[src/rtl/store_buffer.sv]
// Posted-write store buffer between EX/MEM and the data memory.
// Stores are queued in a small FIFO. Queued stores drain to the memory write
// port on cycles when no load needs that port. Loads go straight to memory,
// and the youngest matching queued store is forwarded to the load.
module store_buffer #(
  parameter int DATA_WIDTH     = 8,
  parameter int DATA_DIR_WIDTH = 8,
  parameter int DEPTH          = 4   // power of two, 2 or more
) (
  input  logic                      clk,
  input  logic                      rst,
  input  logic                      MemWrite,
  input  logic                      MemRead,
  input  logic [DATA_DIR_WIDTH-1:0] Address,
  input  logic [DATA_WIDTH-1:0]     WriteData,
  output logic [DATA_WIDTH-1:0]     ReadData,
  output logic                      Stall,
  output logic                      MemWriteOut,
  output logic                      MemReadOut,
  output logic [DATA_DIR_WIDTH-1:0] MemAddress,
  output logic [DATA_WIDTH-1:0]     MemWriteData,
  input  logic [DATA_WIDTH-1:0]     MemReadData,
  output logic [$clog2(DEPTH):0]    Count,
  output logic                      Full,
  output logic                      Empty
);

  localparam int PTR_W = $clog2(DEPTH);
  localparam int CNT_W = PTR_W + 1;
  localparam logic [CNT_W-1:0] DEPTH_C = CNT_W'(DEPTH);

  logic [DATA_DIR_WIDTH-1:0] entryAddr [DEPTH];
  logic [DATA_WIDTH-1:0]     entryData [DEPTH];
  logic [PTR_W-1:0]          head;
  logic [PTR_W-1:0]          tail;

  logic                      drain;
  logic                      accept;
  logic                      fwdHit;
  logic [DATA_WIDTH-1:0]     fwdData;

  // Port arbitration: a load owns the memory port, otherwise the head drains.
  // Stall depends only on MemWrite, MemRead and Count, never on MemReadData.
  always_comb begin
    Full         = (Count == DEPTH_C);
    Empty        = (Count == '0);
    drain        = !Empty && !MemRead;
    accept       = MemWrite && (!Full || drain);
    Stall        = MemWrite && Full && !drain;
    MemWriteOut  = drain;
    MemReadOut   = MemRead;
    MemAddress   = MemRead ? Address : entryAddr[head];
    MemWriteData = entryData[head];
  end

  // Forwarding search from oldest to youngest. A later match overwrites an
  // earlier one, so the youngest matching entry wins. A store arriving this
  // same cycle is not yet in the array, so this cycle's load cannot see it.
  always_comb begin
    fwdHit  = 1'b0;
    fwdData = '0;
    for (int k = 0; k < DEPTH; k++) begin
      if ((CNT_W'(k) < Count) &&
          (entryAddr[head + PTR_W'(k)] == Address)) begin
        fwdHit  = 1'b1;
        fwdData = entryData[head + PTR_W'(k)];
      end
    end
    ReadData = '0;
    if (MemRead) begin
      ReadData = fwdHit ? fwdData : MemReadData;
    end
  end

  // FIFO state: enqueue at the tail on accept and pop the head on drain.
  // Reset discards every pending store and clears the entries.
  always_ff @(posedge clk or negedge rst) begin
    if (!rst) begin
      head  <= '0;
      tail  <= '0;
      Count <= '0;
      for (int i = 0; i < DEPTH; i++) begin
        entryAddr[i] <= '0;
        entryData[i] <= '0;
      end
    end else begin
      if (accept) begin
        entryAddr[tail] <= Address;
        entryData[tail] <= WriteData;
        tail            <= tail + PTR_W'(1);
      end
      if (drain) begin
        head <= head + PTR_W'(1);
      end
      Count <= Count + CNT_W'(accept) - CNT_W'(drain);
    end
  end

endmodule

[config.mk]
export PLATFORM = sky130hd
export DESIGN_NAME = store_buffer
export DESIGN_NICKNAME = d
export VERILOG_FILES = /design/src/rtl/store_buffer.sv
export SDC_FILE = /design/constraint.sdc
export NUM_CORES = 1
export LEC_CHECK = 0
export BUFFER_PORTS_ARGS = -buffer_cell sky130_fd_sc_hd__buf_2
export CORE_ASPECT_RATIO = 1.2
export CORE_MARGIN = 8
export CORE_UTILIZATION = 55
export CTS_CLUSTER_SIZE = 14
export DETAILED_ROUTE_END_ITERATION = 12
export GPL_ROUTABILITY_DRIVEN = 0
export GPL_TIMING_DRIVEN = 0
export PLACE_DENSITY = 0.78
export SLEW_MARGIN = 20
export SYNTH_ARGS = -nofsm -noshare
export SYNTH_HDL_FRONTEND = slang
export SYNTH_SLANG_ARGS = --single-unit
[constraint.sdc]
create_clock -name clk -period 3.3 [get_ports clk]
set_clock_uncertainty 0.1 [all_clocks]
set_input_delay 0.33 -clock clk [delete_from_list [all_inputs] [get_ports clk]]
set_output_delay 0.33 -clock clk [all_outputs]
set_load 0.02 [all_outputs]
==> impl_metrics.tcl, run 1 <==
set metrics [dict create \
    start_kind "flip-flop" \
    finalNonFillerCells 689 \
    slowest_stage "mux4_2" \
    cpMostUsedCell "buf_4" \
    syn_inst 476 \
    antenna_left 0 \
    grt_usage 0.229 \
    vias 4471 \
    drive_gt1_frac 0.449 \
    synth_nets 513 \
    synth_top_family_by_area "multiplexers" \
    io_buffer_count 52 \
    syn2layout_area_growth_pct 23.6 \
    layout_common_cells "mux2_2 (88), dfrtp_1 (69), buf_2 (47)" \
    viasPerCell 6.49 \
    fin_nets 599 \
    drt_pass1_iterations 5 \
    crit_fanout 8 \
    synth_simple_gate_area_frac 0.0903 \
    grt.overflow.total 0 \
    powerDensity_nw_per_um2 1190 \
    rows 39 \
    synth_area_per_cell_um2 11.1 \
    core-area_um2 9420 \
    path_delay_family "buffers and inverters" \
    cp_data_arrival_time_ns 3.29 \
    yosysWarnings 0 \
    synth_cell_types 41 \
    report.final.slew_viol_count 0 \
    status "complete, but fails checks" \
    cap_violations 0 \
    ys_ff_latch 71 \
    seqCellArea_um2 1780 \
    final_common_cell "mux2_2" \
    async_reset_ff_frac 1.00 \
    rsz0062_at_grt "true" \
    antenna_found_initial 0 \
    p_leak_nw 2.74 \
    grt_max_degree 38 \
    multi_input_area_um2 3500 \
    critPathBufInv 5 \
    synth_area_um2 5280 \
    max_freq_mhz 269 \
    setup_slack_ns -0.418 \
    path_class "flip-flop to output pin" \
    die_y_um 123 \
    tightestPinTransition_ns 0.853 \
    cts-root-buf "clkbuf_16" \
    ys_dominant_reg_cell "dfrtp_1" \
    diodes 0 \
    whs_ns 0.160 \
    finalSetupTns_ns -2.62 \
    ys_seq_area_frac 0.337 \
    relSlewSlack 0.432 \
    min_path_type "input port to flip-flop" \
    cts.clk_slew.worst_paths_ns 0.06 \
    cts.sinks 71 \
    io_pins 60 \
    grt_pass1_wl_um 23300 \
    n_fill_cell 658 \
    first_global_vias 4535 \
    cp.required_ns 2.87 \
    synthMuxAreaShare 0.358 \
    htreeDepth 3 \
    synthAdderAreaFrac 0.0228 \
    setup_viol 8 \
    tritoncts "yes" \
    wl_um 15300 \
    finalCritPeriodShare 1.13 \
    drtIter0Drc 289 \
    die_area_um2 13000 \
    synth_edf_count 0 \
    clock_path_buffers 2 \
    hpwl_um 10000 \
    slowest_delay_ns 0.54 \
    initial_utilization 0.561 \
    synth_xor_area_frac 0.0614 \
    insertion_delay_ns 0.34 \
    crit_chain "buf_12 > buf_12 > mux4_2 > xor2_2 > a2111oi_4 > buf_4 > o21ai_4 > buf_4 > nor4b_4 > o311ai_2 > a31oi_1 > buf_4" \
    die_x_um 105 \
    critPathCaptureType "output pin" \
    synth-compound-area-share 0.0825 \
    violations "setup timing" \
    placed_cells_incl_taps 652 \
    drcViolationCount 0 \
    finalCoreUtilization 0.693 \
    min_period_ns 3.72 \
    ir_drop_mv 0.613 \
    finalHoldViolCount 0 \
    cts_buffers 9 \
    wl_per_cell_um 22.1 \
]
stage by stage:
step / setup WS [ns] / power (mW) / instance area, um2
floorplan: 0.0973 / 4.97 / 5280
global placement: -0.277 / 5.82 / 5690
detailed placement: -0.325 / 6.01 / 5720
CTS: -0.303 / 7.35 / 6300
global route: -0.548 / 8.15 / 6530
finish: -0.418 / 7.77 / 6530
kinds of logic (layout without fill, tap and decap cells):
logic type | count (synthesis) | after routing
AND/OR/NAND/NOR | 100 | 100
AO/OA/AOI/OAI | 69 | 70
multiplexers | 143 | 143
adder cells (fa/ha/maj) | 9 | 9
XOR/XNOR | 37 | 37
flip-flops | 71 | 71
buffers and inverters | 47 | 136
sequential cells by signal (all words and copies together) (netlist names):
register and cells:
entryData 32, head 2, Count 3, entryAddr 32, tail 2
cell usage after synthesis (all sizes together) (2+ instances only):
| cell | n | share of area |
|---|---|---|
| nor3b | 2 | 0.0028 |
| nor2 | 25 | 0.018 |
| xnor2 | 21 | 0.035 |
| inv | 8 | 0.0057 |
| nor3 | 5 | 0.0047 |
| nand2 | 47 | 0.033 |
| o311ai | 6 | 0.010 |
| and3 | 2 | 0.0024 |
| mux4 | 26 | 0.12 |
| a21oi | 19 | 0.018 |
| clkbuf | 13 | 0.0095 |
| nor4 | 2 | 0.0052 |
| xor2 | 16 | 0.027 |
| a2111oi | 2 | 0.0071 |
| buf | 26 | 0.033 |
| o31ai | 2 | 0.0028 |
| mux2 | 88 | 0.19 |
| a31oi | 8 | 0.0095 |
| nor4b | 8 | 0.013 |
| ha | 8 | 0.019 |
| and2 | 2 | 0.0024 |
| o21ai | 31 | 0.030 |
| nand3 | 3 | 0.0028 |
| dfrtp | 71 | 0.34 |
| mux2i | 29 | 0.055 |
layer usage:
metal  vias to the layer above  part of all wire  global-route usage
met5                         -                 0                   0
met4                         0             0.058               0.166
met3                        94             0.081              0.0537
met2                       288              0.49               0.374
met1                      2172              0.37               0.261
li1                       1917                 -                   -
worst register-to-register path, stage by stage (launching register included):
cell,delay [ns]
dfrtp_1,0.44
inv_1,0.11
nor3_1,0.24
nand2_1,0.08
and2_1,0.15
clkbuf_1,0.18
nand2_1,0.40
clkbuf_1,0.68
mux2_2,0.42
where the power goes:
group | switching, mW | internal [mW] | leakage [nW]
Clock | 0.382 | 0.523 | 0.123
Combinational | 2.60 | 2.45 | 1.78
Sequential | 0.480 | 1.33 | 0.838
final timing paths:
kind | cells past startpoint | to | slack, ns | start
max | 12 | ReadData[7] | -0.42 | head[1]
min | 2 | entryData[8] | 0.16 | WriteData[0]
max reg2reg | 8 | entryAddr[4] | 0.38 | Count[2]
min reg2reg | 1 | entryData[13] | 0.42 | entryData[13]
max in group asynchronous | 3 | head[0] | 2.15 | rst
min in group asynchronous | 2 | entryData[29] | 0.38 | rst
area by class of cell:
cell class | instances | area share
inverters | 8 | 0.00460
flip-flops and latches | 71 | 0.273
clock buffers | 10 | 0.0366
repair buffers | 77 | 0.0828
plain buffers | 36 | 0.0382
well taps | 123 | 0.0236
multi-input cells | 359 | 0.536
clock inverters | 5 | 0.00537
repair_timing:
action	4_1_cts	5_1_grt
setup endpoints to repair	11	10
buffers inserted	14	8
resized for setup	39	31
gates cloned	2	0
pin swaps	8	14
endpoints found under the hold margin	34	0
hold buffers	1	0
Power figures use the tool's default switching activity.
==> inputs of run 2 (changes only) <==
Settings changed: BUFFER_PORTS_ARGS -buffer_cell sky130_fd_sc_hd__buf_2 to -buffer_cell sky130_fd_sc_hd__clkbuf_2, CORE_ASPECT_RATIO 1.2 to 0.5, GPL_ROUTABILITY_DRIVEN 0 to default.
==> impl_metrics.tcl, run 2 (same netlist as run 1, synthesis figures left out) <==
set metrics [dict create \
    antenna_left 0 \
    cp_data_arrival_time_ns 3.32 \
    core-area_um2 9380 \
    p_total_mw 7.65 \
    cts-root-buf "clkbuf_16" \
    crit_fanout 9 \
    path_class "flip-flop to output pin" \
    tritoncts "yes" \
    fin_nets 600 \
    cts.clk_slew.worst_paths_ns 0.06 \
    grt_usage 0.228 \
    diodes 0 \
    drtIter0Drc 470 \
    final_common_cell "mux2_2" \
    cap_violations 0 \
    powerDensity_nw_per_um2 1170 \
    hold_depth 2 \
    rr_worst_depth 7 \
    finalHoldViolCount 0 \
    finalSetupTns_ns -3.44 \
    htreeDepth 3 \
    gp_congestion 0.896 \
    drt_pass1_iterations 6 \
    die_area_um2 13200 \
    io_pins 60 \
    p_clk_frac 0.119 \
    p_switching_mw 3.39 \
    intPower_mw 4.27 \
    top_regs "entryAddr (32), entryData (32), Count (3)" \
    status "complete, but fails checks" \
    viasPerCell 6.47 \
    syn2layout_area_growth_pct 24.1 \
    grt_max_degree 51 \
    critPathCaptureType "output pin" \
    reg2reg_setup_slack_ns 0.39 \
    p_leak_nw 2.73 \
    finalCritPeriodShare 1.14 \
    die_x_um 155 \
    p_sw_frac 0.443 \
    relSlewSlack 0.388 \
    rows 25 \
    setup_viol 8 \
    ir_drop_mv 0.417 \
    grt_pass1_wl_um 23500 \
    io_buffer_count 52 \
    drcViolationCount 0 \
    grt.overflow.total 0 \
    min_period_ns 3.75 \
    vias 4461 \
    violations "setup timing" \
    first_global_vias 4357 \
    power_frac_seq 0.234 \
    start_kind "flip-flop" \
    rsz0062_at_grt "true" \
    wl_um 15500 \
    antenna_found_initial 0 \
    tightestPinTransition_ns 0.913 \
    max_freq_mhz 267 \
    hpwl_um 9780 \
    cp.required_ns 2.87 \
    die_y_um 85.3 \
    whs_ns 0.167 \
    report.final.slew_viol_count 0 \
    pwr-share-comb 0.647 \
    min_path_type "input port to flip-flop" \
    insertion_delay_ns 0.34 \
    setup_slack_ns -0.452 \
    clock_path_buffers 2 \
    wl_per_cell_um 22.5 \
    cts.sinks 71 \
    drive_gt1_frac 0.447 \
    layout_common_cells "mux2_2 (88), dfrtp_1 (69), clkbuf_2 (47)" \
    initial_utilization 0.563 \
    finalCoreUtilization 0.698 \
    cts_buffers 9 \
]
-- run 2: changes by cell type in the layout (fill, tap and decap cells not counted), moves of 3 or more --
cell / previous run / this run
clkbuf_2: 4 / 47
clkinvlp_4: 4 / 1
o21ai_0: 27 / 24
buf_2: 47 / 2
o21ai_4: 1 / 4
a31oi_1: 7 / 4
-- run 2: routing by layer --
metal / vias to the layer above / global-route usage / routed length (um)
li1: 1922 / - / -
met1: 2192 / 0.288 / 6090
met2: 291 / 0.361 / 7350
met3: 56 / 0.0689 / 1560
met4: 0 / 0.0936 / 513
met5: - / 0 / 0
-- run 2: worst paths after layout --
check / start / endpoint
min in group asynchronous: rst / entryAddr[20]
worst min-delay path: WriteData[0] / entryData[16]
max in group asynchronous: rst / head[1]
worst max-delay path: head[1] / ReadData[5]
worst min register to register: entryData[13] / entryData[13]
worst max register to register: Count[0] / entryAddr[2]
-- run 2: final cells by class --
type                            count  area [um2]
Clock inverter                      3        17.5
Clock buffer                       13         260
Tap cell                          121         151
Inverter                            8        30.0
Multi-Input combinational cell    359        3500
Sequential cell                    71        1780
Fill cell                         626        2830
Timing Repair Buffer               78         566
Buffer                             36         244
-- run 2: what timing repair did --
item                                   CTS  global route
hold buffers                             1             0
cloned                                   2             0
resized for setup                       44            40
setup buffers                           17             8
setup endpoints to repair               11            10
endpoints found under the hold margin   21             0
pin swaps                               10            11
-- run 2: critical path, cell delays in order (launching register included) --
cell,delay (ns)
dfrtp_2,0.43
buf_12,0.15
buf_12,0.13
buf_4,0.13
mux4_2,0.45
xor2_2,0.20
nor4_4,0.39
nand2_2,0.24
o2111ai_4,0.22
buf_6,0.21
o21ai_4,0.07
a31oi_2,0.18
buf_4,0.17
-- run 2: power groups by stage --
stage | logic, mW | clock network [mW] | registers, mW
after floorplan | 3.32 | 0 | 1.64
after global placement | 4.13 | 0 | 1.73
after detailed placement | 4.21 | 0 | 1.77
after CTS | 4.71 | 0.928 | 1.76
after global routing | 5.22 | 0.963 | 1.85
final | 4.95 | 0.912 | 1.79
-- run 2: per-stage QoR --
step | instance area, um2 | setup slack (ns) | std cells
floorplan | 5280 | 0.0973 | 476
global placement | 5690 | -0.402 | 649
detailed placement | 5730 | -0.427 | 650
CTS | 6400 | -0.394 | 686
global route | 6550 | -0.551 | 689
finish | 6550 | -0.452 | 689
==> inputs of run 3 (changes only) <==
Clock period 3.3 ns to 4.8 ns, I/O delays scaled along.
==> impl_metrics.tcl, run 3 (same netlist as run 1, synthesis figures left out) <==
set metrics [dict create \
    cp_data_arrival_time_ns 3.76 \
    relSlewSlack 0.423 \
    intPower_mw 2.71 \
    fin_nets 578 \
    p_clk_frac 0.131 \
    cp.required_ns 4.22 \
    viasPerCell 6.29 \
    grt.overflow.total 0 \
    p_leak_nw 2.54 \
    finalSetupTns_ns 0 \
    vias 4195 \
    cts.sinks 71 \
    cts_resized 0 \
    io_pins 60 \
    layout_common_cells "mux2_2 (88), dfrtp_1 (71), clkbuf_2 (52)" \
    wl_um 13700 \
    start_kind "flip-flop" \
    htreeDepth 3 \
    p_switching_mw 2.07 \
    wl_per_cell_um 20.6 \
    antenna_left 0 \
    p_total_mw 4.78 \
    cap_violations 0 \
    finalHoldViolCount 0 \
    die_y_um 85.3 \
    rsz0062_at_grt "false" \
    drtIter0Drc 389 \
    core-area_um2 9380 \
    path_class "flip-flop to output pin" \
    hpwl_um 9780 \
    cts.clk_slew.worst_paths_ns 0.06 \
    diodes 0 \
    setup_viol 0 \
    max_freq_mhz 230 \
    grt_max_degree 51 \
    syn2layout_area_growth_pct 13.9 \
    ir_drop_mv 0.247 \
    drive_gt1_frac 0.363 \
    top_regs "entryAddr (32), entryData (32), Count (3)" \
    critPathCaptureType "output pin" \
    finalCritPeriodShare 0.904 \
    whs_ns 0.317 \
    antenna_found_initial 0 \
    tightestPinTransition_ns 0.860 \
    insertion_delay_ns 0.34 \
    first_global_vias 4160 \
    final_common_cell "mux2_2" \
    drt_pass1_iterations 5 \
    report.final.slew_viol_count 0 \
    power_frac_seq 0.256 \
    powerDensity_nw_per_um2 794 \
    die_x_um 155 \
    min_path_type "input port to flip-flop" \
    cts_buffers 9 \
    min_period_ns 4.34 \
    initial_utilization 0.563 \
    cts-root-buf "clkbuf_16" \
    finalCoreUtilization 0.641 \
    tritoncts "yes" \
    die_area_um2 13200 \
    grt_usage 0.210 \
    p_sw_frac 0.433 \
    io_buffer_count 52 \
    clock_path_buffers 2 \
    drcViolationCount 0 \
    pwr-share-comb 0.613 \
    placed_cells_incl_taps 650 \
    gp_congestion 0.896 \
    rows 25 \
    crit_fanout 10 \
    grt_pass1_wl_um 21800 \
    finalNonFillerCells 667 \
    status "completed" \
]
[run 3: changes by cell type in the layout (fill, tap and decap cells not counted), moves of 3 or more]
cell	change
nor4b_1	+5
xor2_2	-4
buf_4	-29
o21ai_4	-4
buf_12	-5
nor4b_2	-4
a31oi_1	+4
clkbuf_1	+3
buf_2	+8
a31oi_4	-3
xor2_1	+4
clkbuf_2	+5
o21ai_0	+4
[run 3: repair_timing]
item / 4_1_cts / 5_1_grt
buffers inserted: 0 / 0
endpoints found under the hold margin: 21 / 0
hold buffers: 1 / 0
[run 3: cell type report]
class | instances | area [um2]
multi-input combinational | 358 | 3250
tap | 121 | 151
clock inverter | 3 | 17.5
sequential | 71 | 1780
inverter | 8 | 30.0
timing repair buffer | 54 | 300
buffer | 39 | 226
clock buffer | 13 | 260
fill | 738 | 3370
[run 3: power by group through the flow]
stage | Clock, mW | Sequential [mW] | Combinational (mW)
CTS | 0.638 | 1.21 | 2.91
detailed placement | 0 | 1.22 | 2.90
finish | 0.625 | 1.22 | 2.93
floorplan | 0 | 1.13 | 2.28
global placement | 0 | 1.19 | 2.84
global route | 0.661 | 1.27 | 3.12
[run 3: layer usage]
metal	global-route usage	share of wire	vias to the layer above
met5	0	0	-
met4	0.0838	0.025	0
met3	0.0568	0.070	35
met2	0.325	0.47	169
met1	0.276	0.44	2096
li1	-	-	1895
[run 3: final timing paths]
path                          startpoint            end  slack, ns  cells past startpoint
setup / recovery                 head[0]    ReadData[5]       0.46                     11
max in group asynchronous            rst  entryData[26]       3.55                      3
hold / removal              WriteData[5]  entryData[13]       0.32                      2
min in group asynchronous            rst  entryAddr[20]       0.50                      2
hold reg to reg            entryData[29]  entryData[29]       0.43                      1
setup reg to reg                 head[0]        head[1]       1.72                      8
[run 3: critical path, stage by stage (launching register included)]
cell	delay, ns
dfrtp_1	0.47
buf_6	0.22
buf_2	0.26
buf_2	0.32
mux2_2	0.39
xor2_1	0.17
nand3_1	0.42
o2111ai_4	0.49
buf_6	0.21
o21ai_1	0.07
a31oi_1	0.19
clkbuf_2	0.20
[run 3: metrics by stage]
stage                     area [um2]  setup WS, ns
after global routing            6010         0.257
after floorplan                 5280          1.45
after detailed placement        5730         0.923
after global placement          5690         0.948
final                           6010         0.460
after CTS                       6010         0.522
